<file path="src/rtl/cordiv_job_ctrl_if.sv">
// ---------------------------------------------------------------------------
// cordiv_job_ctrl_if
// Job request / result handshake bundle for cordiv_job_ctrl.
//   req_valid/req_ready : job request handshake (host -> controller)
//   req_dividend        : dividend, value/256
//   req_divisor         : divisor,  value/256
//   res_valid/res_ready : result handshake (controller -> host)
//   res_quot            : quotient ones count, 0..2^LOG_LEN
//   res_err             : divide-by-zero flag
// Modports: master = host side, slave = controller side.
// ---------------------------------------------------------------------------
interface cordiv_job_ctrl_if #(
  parameter int LOG_LEN = 8
) ();

  logic               req_valid;
  logic               req_ready;
  logic [7:0]         req_dividend;
  logic [7:0]         req_divisor;
  logic               res_valid;
  logic               res_ready;
  logic [LOG_LEN:0]   res_quot;
  logic               res_err;

  modport master (
    output req_valid, req_dividend, req_divisor, res_ready,
    input  req_ready, res_valid, res_quot, res_err
  );

  modport slave (
    input  req_valid, req_dividend, req_divisor, res_ready,
    output req_ready, res_valid, res_quot, res_err
  );

endinterface

</file>
<file path="src/rtl/cordiv_job_ctrl.sv">
// ---------------------------------------------------------------------------
// cordiv_job_ctrl
// Job-level sequencer for the stochastic correlated (regenerating) divider.
// Latches an 8-bit dividend/divisor job, clears the divider, runs WARMUP
// warm-up cycles, then counts quotient ones over 2^LOG_LEN cycles and returns
// the count over a result handshake. Operands are turned into bitstreams by
// an internal 8-bit LFSR stochastic number generator.
//
// Ports:
//   clk_i           clock
//   rst_n_i         synchronous active-low reset
//   abort_i         job abort (only with CORDIV_JOB_CTRL_ABORT_EN defined)
//   job_if          request/result handshake bundle (slave modport)
//   busy_o          high while in CLEAR/WARM/RUN
//   dp_rst_n_o      divider clear, active-low (combinational)
//   dp_randnum_o    regeneration random number to the divider
//   dp_sel_o        divider select
//   dp_dividend_o   dividend bitstream
//   dp_divisor_o    divisor bitstream
//   dp_quotient_i   divider output bit
//
// Optional feature macro: CORDIV_JOB_CTRL_ABORT_EN (adds abort_i).
// ---------------------------------------------------------------------------
module cordiv_job_ctrl #(
  parameter int LOG_LEN = 8,
  parameter int WARMUP  = 16
) (
  input  logic               clk_i,
  input  logic               rst_n_i,
`ifdef CORDIV_JOB_CTRL_ABORT_EN
  input  logic               abort_i,
`else
`endif
  cordiv_job_ctrl_if.slave   job_if,
  output logic               busy_o,
  output logic               dp_rst_n_o,
  output logic [7:0]         dp_randnum_o,
  output logic               dp_sel_o,
  output logic               dp_dividend_o,
  output logic               dp_divisor_o,
  input  logic               dp_quotient_i
);

  localparam int LEN_W = LOG_LEN + 1;
  // Phase counter must hold both WARMUP-1 (up to 254) and LEN-1.
  localparam int PH_W  = (LOG_LEN > 8) ? LOG_LEN : 8;

  localparam logic [LEN_W-1:0] LEN_C     = LEN_W'(1) << LOG_LEN;
  localparam logic [PH_W-1:0]  RUN_LAST  = PH_W'((1 << LOG_LEN) - 1);
  localparam logic [PH_W-1:0]  WARM_LAST = PH_W'(WARMUP - 1);

  typedef enum logic [2:0] {
    S_IDLE  = 3'd0,
    S_CLEAR = 3'd1,
    S_WARM  = 3'd2,
    S_RUN   = 3'd3,
    S_DONE  = 3'd4
  } state_t;

  state_t             state_q, state_d;
  logic [7:0]         dividend_q, dividend_d;
  logic [7:0]         divisor_q, divisor_d;
  logic [7:0]         lfsr_q, lfsr_d;
  logic [PH_W-1:0]    phase_q, phase_d;
  logic [LEN_W-1:0]   ones_q, ones_d;
  logic [LEN_W-1:0]   quot_q, quot_d;
  logic               err_q, err_d;
  logic               res_valid_q, res_valid_d;
  logic               req_ready_q, req_ready_d;
  logic               busy_q, busy_d;
  logic [7:0]         lfsr_next_s;
  logic               sng_active_s;

  // Fibonacci LFSR step, taps 8,6,5,4.
  function automatic logic [7:0] lfsr_step(input logic [7:0] l);
    return {l[6:0], l[7] ^ l[5] ^ l[4] ^ l[3]};
  endfunction

  // Bit reversal decorrelates the divisor stream from the dividend stream.
  function automatic logic [7:0] bitrev8(input logic [7:0] v);
    logic [7:0] r;
    for (int i = 0; i < 8; i++) begin
      r[i] = v[7-i];
    end
    return r;
  endfunction

  assign lfsr_next_s = lfsr_step(lfsr_q);

  // Next-state and register-update logic for the job sequencer.
  always_comb begin
    state_d     = state_q;
    dividend_d  = dividend_q;
    divisor_d   = divisor_q;
    lfsr_d      = lfsr_q;
    phase_d     = phase_q;
    ones_d      = ones_q;
    quot_d      = quot_q;
    err_d       = err_q;

    case (state_q)
      S_IDLE: begin
        // req_ready is high throughout IDLE, so req_valid alone completes E0.
        if (job_if.req_valid) begin
          dividend_d = job_if.req_dividend;
          divisor_d  = job_if.req_divisor;
          state_d    = S_CLEAR;
        end else begin
          state_d    = S_IDLE;
        end
      end
      S_CLEAR: begin
        lfsr_d  = 8'h01;
        ones_d  = '0;
        phase_d = '0;
        if (divisor_q == 8'h00) begin
          quot_d  = LEN_C;
          err_d   = 1'b1;
          state_d = S_DONE;
        end else if (WARMUP == 0) begin
          state_d = S_RUN;
        end else begin
          state_d = S_WARM;
        end
      end
      S_WARM: begin
        lfsr_d = lfsr_next_s;
        if (phase_q == WARM_LAST) begin
          phase_d = '0;
          state_d = S_RUN;
        end else begin
          phase_d = phase_q + PH_W'(1);
        end
      end
      S_RUN: begin
        lfsr_d = lfsr_next_s;
        ones_d = ones_q + LEN_W'(dp_quotient_i);
        if (phase_q == RUN_LAST) begin
          // Final count includes this edge's quotient bit.
          quot_d  = ones_d;
          err_d   = 1'b0;
          phase_d = '0;
          state_d = S_DONE;
        end else begin
          phase_d = phase_q + PH_W'(1);
        end
      end
      S_DONE: begin
        if (job_if.res_ready) begin
          state_d = S_IDLE;
        end else begin
          state_d = S_DONE;
        end
      end
      default: begin
        state_d = S_IDLE;
      end
    endcase

`ifdef CORDIV_JOB_CTRL_ABORT_EN
    // Abort drops the job: result registers keep their previous values.
    if (abort_i && ((state_q == S_CLEAR) || (state_q == S_WARM) || (state_q == S_RUN))) begin
      state_d = S_IDLE;
      phase_d = '0;
      ones_d  = '0;
      quot_d  = quot_q;
      err_d   = err_q;
    end else begin
      state_d = state_d;
    end
`else
`endif

    res_valid_d = (state_d == S_DONE);
    req_ready_d = (state_d == S_IDLE);
    busy_d      = (state_d == S_CLEAR) || (state_d == S_WARM) || (state_d == S_RUN);
  end

  // State and datapath registers with synchronous active-low reset.
  always_ff @(posedge clk_i) begin
    if (!rst_n_i) begin
      state_q     <= S_IDLE;
      dividend_q  <= 8'h00;
      divisor_q   <= 8'h00;
      lfsr_q      <= 8'h01;
      phase_q     <= '0;
      ones_q      <= '0;
      quot_q      <= '0;
      err_q       <= 1'b0;
      res_valid_q <= 1'b0;
      req_ready_q <= 1'b1;
      busy_q      <= 1'b0;
    end else begin
      state_q     <= state_d;
      dividend_q  <= dividend_d;
      divisor_q   <= divisor_d;
      lfsr_q      <= lfsr_d;
      phase_q     <= phase_d;
      ones_q      <= ones_d;
      quot_q      <= quot_d;
      err_q       <= err_d;
      res_valid_q <= res_valid_d;
      req_ready_q <= req_ready_d;
      busy_q      <= busy_d;
    end
  end

  assign sng_active_s = (state_q == S_WARM) || (state_q == S_RUN);

  // Stochastic number generator: operand streams and regeneration controls.
  always_comb begin
    dp_dividend_o = 1'b0;
    dp_divisor_o  = 1'b0;
    dp_randnum_o  = 8'h00;
    dp_sel_o      = 1'b0;
    if (sng_active_s) begin
      dp_dividend_o = (dividend_q > lfsr_q);
      dp_divisor_o  = (divisor_q > bitrev8(lfsr_q));
      dp_randnum_o  = {lfsr_q[3:0], lfsr_q[7:4]};
      dp_sel_o      = lfsr_q[0];
    end else begin
      dp_dividend_o = 1'b0;
    end
  end

  // Divider clear follows the global reset as well as the CLEAR state.
  assign dp_rst_n_o = rst_n_i & (state_q != S_CLEAR);

  assign busy_o           = busy_q;
  assign job_if.req_ready = req_ready_q;
  assign job_if.res_valid = res_valid_q;
  assign job_if.res_quot  = quot_q;
  assign job_if.res_err   = err_q;

endmodule

</file>
<file path="src/flat_wrapper.sv">
// flat-port wrapper written by rule: the top's interface ports become plain ports
module cordiv_job_ctrl_flat 
#(
  parameter int LOG_LEN = 8,
  parameter int WARMUP  = 16
)
  (clk_i, rst_n_i, busy_o, dp_rst_n_o, dp_randnum_o, dp_sel_o, dp_dividend_o, dp_divisor_o, dp_quotient_i, job_if_req_valid, job_if_req_dividend, job_if_req_divisor, job_if_res_ready, job_if_req_ready, job_if_res_valid, job_if_res_quot, job_if_res_err);
  cordiv_job_ctrl_if #(.LOG_LEN(LOG_LEN)) job_if_i ();
  input  logic clk_i;
  input  logic rst_n_i;
  output logic busy_o;
  output logic dp_rst_n_o;
  output logic [7:0] dp_randnum_o;
  output logic dp_sel_o;
  output logic dp_dividend_o;
  output logic dp_divisor_o;
  input  logic dp_quotient_i;
  input wire logic [$bits(job_if_i.req_valid)-1:0] job_if_req_valid;
  input wire logic [$bits(job_if_i.req_dividend)-1:0] job_if_req_dividend;
  input wire logic [$bits(job_if_i.req_divisor)-1:0] job_if_req_divisor;
  input wire logic [$bits(job_if_i.res_ready)-1:0] job_if_res_ready;
  output wire logic [$bits(job_if_i.req_ready)-1:0] job_if_req_ready;
  output wire logic [$bits(job_if_i.res_valid)-1:0] job_if_res_valid;
  output wire logic [$bits(job_if_i.res_quot)-1:0] job_if_res_quot;
  output wire logic [$bits(job_if_i.res_err)-1:0] job_if_res_err;
  assign job_if_i.req_valid = job_if_req_valid;
  assign job_if_i.req_dividend = job_if_req_dividend;
  assign job_if_i.req_divisor = job_if_req_divisor;
  assign job_if_i.res_ready = job_if_res_ready;
  assign job_if_req_ready = job_if_i.req_ready;
  assign job_if_res_valid = job_if_i.res_valid;
  assign job_if_res_quot = job_if_i.res_quot;
  assign job_if_res_err = job_if_i.res_err;
  cordiv_job_ctrl #(.LOG_LEN(LOG_LEN), .WARMUP(WARMUP)) u_core (.clk_i(clk_i), .rst_n_i(rst_n_i), .job_if(job_if_i), .busy_o(busy_o), .dp_rst_n_o(dp_rst_n_o), .dp_randnum_o(dp_randnum_o), .dp_sel_o(dp_sel_o), .dp_dividend_o(dp_dividend_o), .dp_divisor_o(dp_divisor_o), .dp_quotient_i(dp_quotient_i));
endmodule
</file>
<file path="config.mk">
export PLATFORM = sky130hd
export DESIGN_NAME = cordiv_job_ctrl_flat
export DESIGN_NICKNAME = d
export VERILOG_FILES = /design/src/rtl/cordiv_job_ctrl_if.sv /design/src/rtl/cordiv_job_ctrl.sv /design/src/flat_wrapper.sv
export SDC_FILE = /design/constraint.sdc
export NUM_CORES = 1
export LEC_CHECK = 0
export ABC_AREA = 1
export CAP_MARGIN = 10
export CORE_ASPECT_RATIO = 0.5
export CORE_MARGIN = 5
export CORE_UTILIZATION = 54
export CTS_CLUSTER_SIZE = 30
export DETAILED_ROUTE_END_ITERATION = 10
export GPL_TIMING_DRIVEN = 0
export HOLD_SLACK_MARGIN = 0.1
export PLACE_DENSITY_LB_ADDON = 0.3
export SYNTH_ARGS = -nofsm -noshare
export SYNTH_HDL_FRONTEND = slang
export SYNTH_SLANG_ARGS = --single-unit
</file>
<file path="constraint.sdc">
create_clock -name clk_i -period 1.51 [get_ports clk_i]
set_input_delay 0.2265 -clock clk_i [delete_from_list [all_inputs] [get_ports clk_i]]
set_output_delay 0.2265 -clock clk_i [all_outputs]
set_load 0.02 [all_outputs]
</file>
Word-level counts from Yosys, hierarchy flattened
Cells that the tools add are included.

Add/subtract/negate cells: 2. Magnitude comparators: 2. Equal/unequal tests: 13. Muxes and demuxes: 21. Bitwise logic cells: 4. Reduce and logical (&&, ||, !) cells: 12.

Operator list (number): $pmux 9 s2 (2); $mux 8 (3); $pmux 8 s3 (1); $mux 9 (2); $gt 8x8->1 (2); $pmux 8 s2 (1); $pmux 3 s5 (1); $eq 3x2->1 const B (4); $mux 3 (4); $add 9x1->9 (1); $add 8x1->8 const B (1); $eq 8x4->1 const B (1); $eq 8x8->1 const B (1); $logic_not 8->1 (1); $eq 3x1->1 const B (2); $eq 3x3->1 const B (2); $logic_not 3->1 (2); $mux 1 (6); $ne 2x1->1 const B (2); $reduce_bool 2->1 (2); $logic_or 1x1->1 (3); $ne 3x1->1 const B (1); $reduce_and 3->1 (1); $reduce_bool 3->1 (1); 5 further kinds (7).

Flip-flop bits (word level): 57. Input port bits: 21. Output and inout bits: 25. Word-level logic and storage cells: 65.

Longest topological paths before layout
Gate-level depths: netlist (run 1).

Depth in word-level cells: 6. Depth in mapped cells: 10. Gate-level depth less buffers: 10.

Worst setup path after synthesis (run 1)
Ideal clock, no wire load.

Path kind: reg-to-output. Start point: register u_core.state_q[1]. End point: output dp_randnum_o[4]. Arrival: 1.364 ns. Data required time: 1.283 ns. Setup slack: -0.080 ns. Cell stages (with the launch flop): 6. Path buffers: 1. Path through: dfxtp_1 -> inv_1 -> nor2_1 -> inv_2 -> nor2_1 -> buf_4.

Cells in the longest elaborated chain, start to end: 3. Elaborated cells on any way between the ends: 4. Classes of those cells: 2 x eq/ne; 1 x mux; 1 x reduce/logical.

RTL lines: start: declaration (RTL line cordiv_job_ctrl.sv:60) `state_t state_q, state_d;`; start signal: assignment (RTL line cordiv_job_ctrl.sv:194) `state_q <= state_d;`; $eq 3x2->1 (RTL line cordiv_job_ctrl.sv:208) `assign sng_active_s = (state_q == S_WARM) || (state_q == S_RUN);`; $logic_or 1x1->1 (*) (RTL line cordiv_job_ctrl.sv:208); $mux 8 (*) (RTL line cordiv_job_ctrl.sv:216) `if (sng_active_s) begin`; end: declaration (RTL line flat_wrapper.sv:13) `output logic [7:0] dp_randnum_o;`.

Mark *: on every way between the ends. The rest lies on a longest branch, timed or not.

Final worst setup path (run 1)
Start point: register u_core.lfsr_q[4]. End point: output dp_divisor_o.

Cells in the longest elaborated chain, start to end: 2.

RTL lines: start: declaration (RTL line cordiv_job_ctrl.sv:63) `logic [7:0] lfsr_q, lfsr_d;`; start signal: assignment (RTL line cordiv_job_ctrl.sv:197) `lfsr_q <= lfsr_d;`; $gt 8x8->1 (RTL line cordiv_job_ctrl.sv:218) `dp_divisor_o = (divisor_q > bitrev8(lfsr_q));`; $mux 1 (RTL line cordiv_job_ctrl.sv:216); end: declaration (RTL line flat_wrapper.sv:16) `output logic dp_divisor_o;`.

No other way between the ends.

==> summary.md, run 1 <==
| Metric | Value |
|---|---|
| Critical Path Max Stage Delay | `370 ps` |
| Buffers and inverters on the worst path | `2` |
| Pre-CTS worst setup slack | `-705 ps` |
| Synth area leader | `dfxtp_1` |
| Die Height | `62.7 um` |
| Post-Synthesis Cells | `432` |
| Register-to-register setup slack | `30 ps` |
| RD Place Congestion | `0.854` |
| Setup ws final | `-439 ps` |
| Final Hold Fails | `0` |
| Worst EP required | `1280 ps` |
| Primary FF master, synth | `dfxtp_1` |
| Hold path startpoint | `rst_n_i` |
| Drt first pass iters | `7` |
| Area after DPL | `0.00353 mm2` |
| CP Capture Type | `primary output` |
| Crit path max-delay family | `flip-flops` |
| Vias in the first global route | `2802` |
| Leak | `0.00196 uW` |
| HP Class | `in2reg` |
| CTS Buf Count | `9` |
| Synth area leaders | `dfxtp_1, nand2_1, nor2_1` |
| H-tree Lvls | `3` |
| Fin crit share | `129%` |
| Status | `finished, violations left` |
| Top cell type's share of synthesized area | `38.1%` |
| IO Pins | `46` |
| Seq cells post-synth | `57` |
| EDFF count, synth | `0` |
| Unrepaired setup endpoints after global routing | `true` |
| Largest net degree at the start of global routing | `11` |
| Critical-path cell list | `inv_4, ha_4, a21o_1, nor2_2, nor2_4, o21a_1, buf_6` |
| DRT Wirelength | `9220 um` |
| WP data arrival | `1720 ps` |
| Wire length of the first global-routing pass | `12900 um` |
| Min Tclk post-route | `1950 ps` |
| Congestion Overflow GR | `0` |
| CTS Hold Buffers Added | `0` |
| ANT cells | `0` |
| Top post-synthesis cells by count | `nand2_1, nor2_1, dfxtp_1` |
| Die width | `115 um` |
| Worst Setup Path Type | `reg2out` |
| R2r startpoint | `u_core.state_q[1]$_SDFF_PN0_` |
| Failing checks | `setup timing` |
| Sink Count | `57` |
| DR iter-0 viols | `277` |
| Placed Cells | `549` |
| DR vias | `3147` |
| Crit-path max FO | `3` |
| Cell area after synthesis | `0.00299 mm2` |
| Fmax | `513 MHz` |
| FP Rows | `19` |
| Final Cell Area | `0.00433 mm2` |
| Skew final | `15.8 ps` |
| Routed Antenna Nets | `0` |
| Final Util | `79.8%` |
| DRC | `0` |
| Initial antenna violation count | `0` |
| Layout Area Growth over Synthesis | `44.5%` |
| Slew @ Worst Pin | `600 ps` |
| Nets@finish | `545` |
| Syn_nets | `472` |
| Core outline area | `0.00542 mm2` |
| Clock latency on the worst-skew pair | `350 ps` |
| Hold depth | `3` |
| Reg-to-reg critical path endpoint | `u_core.dividend_q[6]$_SDFFE_PN0P_` |
| PwrDens | `977 mW/mm2` |
| YS warnings | `0` |
| Gr usage total | `22.3%` |
| Die area | `0.00722 mm2` |
| Min-Delay Endpoint | `u_core.dividend_q[0]$_SDFFE_PN0P_` |
| Asr flop ratio synth | `0%` |
| Setup TNS | `-2330 ps` |
| Sequential-to-total area share from yosys stat | `38.1%` |
| Max VDD drop | `0.815 mV` |
| Unique masters post-synth | `31` |
| Initial core utilization | `55.2%` |
| Avg Vias per Cell | `5.41` |
| Finished Layout Cells | `582` |
| CTS Buffer Depth | `2` |
| Slew HR | `60.0%` |
| Port Buf Inserts | `44` |
| Final Max Tran Viols | `0` |
| MaxCap Viol Count | `0` |
| CTS tree | `done` |
| Routed WL per cell | `15.8 um` |
| Reg2Reg Depth | `6` |
| Fraction of final layout cells sized beyond drive strength 1 | `28.5%` |
| Root Driver | `clkbuf_8` |
| CP max stage cell | `dfxtp_2` |
| Worst-path clk slew | `80 ps` |
| Most numerous cell in the Yosys netlist | `nand2_1` |
| Final setup fails | `11` |
| Synth Area per Inst | `6.93 um2` |
| Nature of the critical path startpoint | `flop` |
| Hpwl dp | `5050 um` |
[metal layers]
metal	vias up	track usage, %	wire, um
met2	140	36.9	4530
met4	0	7.76	312
li1	1515	-	-
met5	-	0	0
met3	46	6.67	676
met1	1446	27.6	3700
[logic make-up (layout without fill, tap and decap cells)]
family / after synthesis / count (layout) / share of synthesized area (%)
AND/OR/NAND/NOR: 208 / 208 / 29.7
XOR/XNOR: 3 / 3 / 0.878
flip-flops: 57 / 57 / 38.1
adder cells (fa/ha/maj): 19 / 19 / 7.94
buffers and inverters: 72 / 149 / 10.6
AO/OA/AOI/OAI: 73 / 73 / 12.8
[timing repair]
| action | CTS | global route |
|---|---|---|
| gates cloned | 0 | 1 |
| pin swaps | 15 | 16 |
| buffers inserted | 12 | 10 |
| resized for setup | 123 | 71 |
| setup endpoints to repair | 36 | 55 |
[layout make-up]
type | instances | area [um2]
clock inverters | 2 | 12.5
flip-flops and latches | 57 | 1170
well taps | 73 | 91.3
repair buffers | 67 | 657
fillers | 341 | 1090
inverters | 52 | 223
plain buffers | 15 | 108
clock buffers | 13 | 169
multi-input cells | 303 | 1900
[worst register-to-register path: cells and delay by family, from the launching register on]
family	cells	cell delay [ps]
and+or+nand+nor	3	370
DFF	1	360
AOI/OAI and AO/OA	1	260
buffers and inverters	2	380
[metrics by stage]
step | hold slack, ps | total power [uW]
floorplan | 391 | 2250
global placement | 444 | 2510
detailed placement | 465 | 2530
CTS | 279 | 4000
global route | 357 | 4430
finish | 295 | 4230
[cell usage in the layout (no fill, tap or decap), types with 5 or more instances in the layout]
master	n
a21oi_1	31
buf_4	21
buf_6	16
clkbuf_1	6
clkbuf_8	12
clkdlybuf4s50_1	22
dfxtp_1	43
dfxtp_2	9
dfxtp_4	5
dlygate4sd2_1	5
dlymetal6s2s_1	5
ha_4	15
inv_1	39
inv_4	9
nand2_1	79
nand2_2	9
nand2_4	5
nand3_1	17
nand4_1	5
nor2_1	66
nor2_4	13
o21ai_0	21
o21ai_1	10
[state kept, by name (all words and copies together), names as in the netlist]
name / count
u_core.divisor_q: 8
u_core.job_if.res_valid: 1
u_core.phase_q: 8
u_core.state_q: 3
u_core.busy_o: 1
u_core.job_if.res_quot: 9
u_core.job_if.req_ready: 1
u_core.job_if.res_err: 1
u_core.ones_q: 9
u_core.lfsr_q: 8
u_core.dividend_q: 8
[report_power, final]
part           total [uW]  internal, uW  leakage [uW]  switching, uW
logic                1180           524       0.00140            651
clock network        1330           718     0.0000915            611
registers            1720          1610      0.000472            110
[worst max-delay path by stage]
stage / start / endpoint / slack, ps / cells past startpoint
after floorplan: u_core.lfsr_q[7]$_SDFFE_PN0P_ / dp_dividend_o / 30 / 7
after global placement: u_core.state_q[1]$_SDFF_PN0_ / dp_randnum_o[5] / -700 / 6
after detailed placement: u_core.state_q[1]$_SDFF_PN0_ / dp_randnum_o[5] / -700 / 6
after CTS: u_core.lfsr_q[1]$_SDFFE_PN0P_ / dp_dividend_o / -350 / 9
after global routing: u_core.lfsr_q[4]$_SDFFE_PN0P_ / dp_divisor_o / -490 / 7
final: u_core.lfsr_q[4]$_SDFFE_PN0P_ / dp_divisor_o / -440 / 7
Power figures use the tool's default switching activity.
==> run 2, diff against run 1 <==
--- a/config.mk
+++ b/config.mk
@@ -8,13 +8,13 @@
 export ABC_AREA = 1
 export CAP_MARGIN = 10
 export CORE_ASPECT_RATIO = 0.5
-export CORE_MARGIN = 5
 export CORE_UTILIZATION = 54
 export CTS_CLUSTER_SIZE = 30
 export DETAILED_ROUTE_END_ITERATION = 10
 export GPL_TIMING_DRIVEN = 0
 export HOLD_SLACK_MARGIN = 0.1
 export PLACE_DENSITY_LB_ADDON = 0.3
+export SKIP_LAST_GASP = 1
 export SYNTH_ARGS = -nofsm -noshare
 export SYNTH_HDL_FRONTEND = slang
 export SYNTH_SLANG_ARGS = --single-unit
==> run 2 against run 1 <==
  * The run still ends with setup timing left
  * Largest power group unchanged
  * Register-to-register slack barely moved
  * Combinational power fell by 4%
  * First-iteration DRC count decreased by 29%
  * Setup slack improved by 22 ps
  * Clock power rose by 8%
  * Global-route usage rose by 5.3 points
  * Highest routed layer unchanged
  * Sequential power about the same
  * Die area fell by 19%
==> summary.md, run 2 (synthesis results as in run 1) <==
| Metric | Value |
|---|---|
| Largest net degree at the start of global routing | `11 (unchanged)` |
| Congestion Overflow GR | `0 (unchanged)` |
| Clock latency on the worst-skew pair | `350 ps (about the same)` |
| Most common cell after layout, fill and taps aside | `nand2_1 (unchanged)` |
| Fraction of final layout cells sized beyond drive strength 1 | `27.9% (was 28.5%)` |
| Register-to-register setup slack | `30 ps (about the same)` |
| CP max stage cell | `dfxtp_2 (unchanged)` |
| Failing checks | `setup timing (unchanged)` |
| Seq. cell area | `0.00116 mm2 (was 0.00117 mm2)` |
| Met3 usage in global routing | `8.57% (was 6.67%)` |
| Min Tclk post-route | `1930 ps (was 1950 ps)` |
| Slew HR | `59.4% (was 60.0%)` |
| Skew final | `6.01 ps (was 15.8 ps)` |
| Drt first pass iters | `5 (was 7)` |
| Hold depth | `3 (unchanged)` |
| Root Driver | `clkbuf_8 (unchanged)` |
| HP Class | `in2reg (unchanged)` |
| Most Used Layer, Global Route | `met2 (unchanged)` |
| Wire length of the first global-routing pass | `12000 um (was 12900 um)` |
| Final Cell Area | `0.00430 mm2 (was 0.00433 mm2)` |
| Die Height | `54.7 um (was 62.7 um)` |
| Most frequent cells in the layout | `nand2_1, nor2_1, dfxtp_1 (unchanged)` |
| ANT cells | `0 (unchanged)` |
| Initial core utilization | `58.3% (was 55.2%)` |
| Sink Count | `57 (unchanged)` |
| Nature of the critical path startpoint | `flop (unchanged)` |
| Die area | `0.00586 mm2 (was 0.00722 mm2)` |
| Hpwl dp | `4970 um (was 5050 um)` |
| Core outline area | `0.00513 mm2 (was 0.00542 mm2)` |
| Multi-input gate area | `0.00182 mm2 (was 0.00190 mm2)` |
| Critical-path cell list | `inv_2, ha_1, nand2_2, nor2_1, nor2_1, nor2_1, o21a_1, buf_6 (was inv_4, ha_4, a21o_1, nor2_2, nor2_4, o21a_1, buf_6)` |
| Die width | `107 um (was 115 um)` |
| Gr usage total | `27.6% (was 22.3%)` |
| Setup ws final | `-418 ps (was -439 ps)` |
| R2r startpoint | `u_core.ones_q[0]$_SDFFE_PN0P_ (was u_core.state_q[1]$_SDFF_PN0_)` |
| PwrDens | `993 mW/mm2 (was 977 mW/mm2)` |
| Worst-path clk slew | `60 ps (was 80 ps)` |
| Crit path max-delay family | `simple AND/OR/NAND/NOR gates (was flip-flops)` |
| Avg Vias per Cell | `5.37 (was 5.41)` |
| CP Capture Type | `primary output (unchanged)` |
| Finished Layout Cells | `587 (was 582)` |
| Reg2Reg Depth | `8 (was 6)` |
| Initial antenna violation count | `0 (unchanged)` |
| WP data arrival | `1700 ps (was 1720 ps)` |
| DR vias | `3154 (was 3147)` |
| Global Route met1 Usage | `30.9% (was 27.6%)` |
| Routed Antenna Nets | `0 (unchanged)` |
| DRT Wirelength | `8660 um (was 9220 um)` |
| DRC | `0 (unchanged)` |
| Nets@finish | `553 (was 545)` |
| Leak | `0.00198 uW (was 0.00196 uW)` |
| Most frequent CP cell | `nor2_1` |
| RD Place Congestion | `0.837 (was 0.854)` |
| Crit-path max FO | `3 (unchanged)` |
| Port Buf Inserts | `44 (unchanged)` |
| Reg-to-reg critical path endpoint | `u_core.job_if.res_quot[4]$_SDFFE_PN0P_ (was u_core.dividend_q[6]$_SDFFE_PN0P_)` |
| Pre-CTS worst setup slack | `-635 ps (was -705 ps)` |
| Final Hold Fails | `0 (unchanged)` |
| DR iter-0 viols | `197 (was 277)` |
| Status | `finished, violations left (unchanged)` |
| MaxCap Viol Count | `0 (unchanged)` |
| Vias in the first global route | `2728 (was 2802)` |
| Fmax | `519 MHz (was 513 MHz)` |
| Fin crit share | `128% (was 129%)` |
| Final Max Tran Viols | `0 (unchanged)` |
| Area after DPL | `0.00353 mm2 (about the same)` |
| Routed WL per cell | `14.8 um (was 15.8 um)` |
| CTS Hold Buffers Added | `0 (unchanged)` |
| Hold path startpoint | `rst_n_i (unchanged)` |
| Worst EP required | `1280 ps (about the same)` |
| Unrepaired setup endpoints after global routing | `true (unchanged)` |
| CTS tree | `done (unchanged)` |
| Worst Setup Path Type | `reg2out (unchanged)` |
| Buffers and inverters on the worst path | `2 (unchanged)` |
| Slew @ Worst Pin | `608 ps (was 600 ps)` |
| Max VDD drop | `0.844 mV (was 0.815 mV)` |
| Min-Delay Endpoint | `u_core.phase_q[4]$_SDFFE_PN0P_ (was u_core.dividend_q[0]$_SDFFE_PN0P_)` |
| IO Pins | `46 (unchanged)` |
| Global-route met2 utilization | `50.2% (was 36.9%)` |
| Final setup fails | `12 (was 11)` |
| CTS Buf Count | `9 (unchanged)` |
| Power Total | `4270 uW (was 4230 uW)` |
| CTS Buffer Depth | `2 (unchanged)` |
| Placed Cells | `546 (was 549)` |
| Critical Path Max Stage Delay | `340 ps (was 370 ps)` |
| Fillers | `303 (was 341)` |
| H-tree Lvls | `3 (unchanged)` |
| FP Rows | `18 (was 19)` |
| Layout Area Growth over Synthesis | `43.8% (was 44.5%)` |
-- run 2: cell types whose count changed in the layout (fill, tap and decap cells not counted), moves of 3 or more --
cell,change
buf_4,+9
ha_1,+6
ha_4,-5
inv_2,+4
inv_4,-4
o21ai_1,-4
dlygate4sd2_1,+3
o21ai_0,+3
-- run 2: worst max-delay path by stage --
stage | slack, ps | depth (start not counted) | start | endpoint
2_1_floorplan | 30 | 7 | u_core.lfsr_q[7]$_SDFFE_PN0P_ | dp_dividend_o
3_3_place_gp | -660 | 6 | u_core.state_q[1]$_SDFF_PN0_ | dp_randnum_o[0]
3_5_place_dp | -630 | 6 | u_core.state_q[1]$_SDFF_PN0_ | dp_randnum_o[0]
4_1_cts | -360 | 7 | u_core.lfsr_q[3]$_SDFFE_PN0P_ | dp_divisor_o
5_1_grt | -470 | 6 | u_core.lfsr_q[2]$_SDFFE_PN0P_ | dp_divisor_o
6_report | -420 | 8 | u_core.lfsr_q[5]$_SDFFE_PN0P_ | dp_divisor_o
-- run 2: worst min-delay path, stage by stage --
cell and delay [ps]:
clkbuf_1 190, o21ai_0 130, a21oi_1 40
-- run 2: layout make-up --
type	instances	area share [%]
multi-input cells	303	42.2
inverters	52	4.94
clock buffers	12	3.60
well taps	70	2.03
flip-flops and latches	57	27.1
plain buffers	15	2.18
clock inverters	3	0.930
repair buffers	75	17.0
-- run 2: per-layer routing --
metal / vias up / routed length (um)
li1: 1535 / -
met1: 1480 / 3690
met2: 116 / 4260
met3: 23 / 543
met4: 0 / 170
met5: - / 0
-- run 2: what timing repair did --
action                                  4_1_cts  5_1_grt
resized for setup                           120       65
endpoints found under the setup margin       36       54
pin swaps                                    12       14
gates cloned                                  0        1
setup buffers                                 8       22
-- run 2: power by group --
part | switching (uW) | internal, uW | leakage [uW]
clock network | 602 | 837 | 0.000102
logic | 625 | 502 | 0.00141
registers | 95.0 | 1610 | 0.000471
total | 1320 | 2950 | 0.00198
-- run 2: metrics by stage --
step           hold slack, ps  utilization (%)  setup TNS [ps]
6_report                  292             83.8           -2110
5_1_grt                   304             83.8           -2780
4_1_cts                   249             77.0           -1540
3_5_place_dp              464             68.7           -9230
3_3_place_gp              459             68.7           -9020
2_1_floorplan             391                -               0
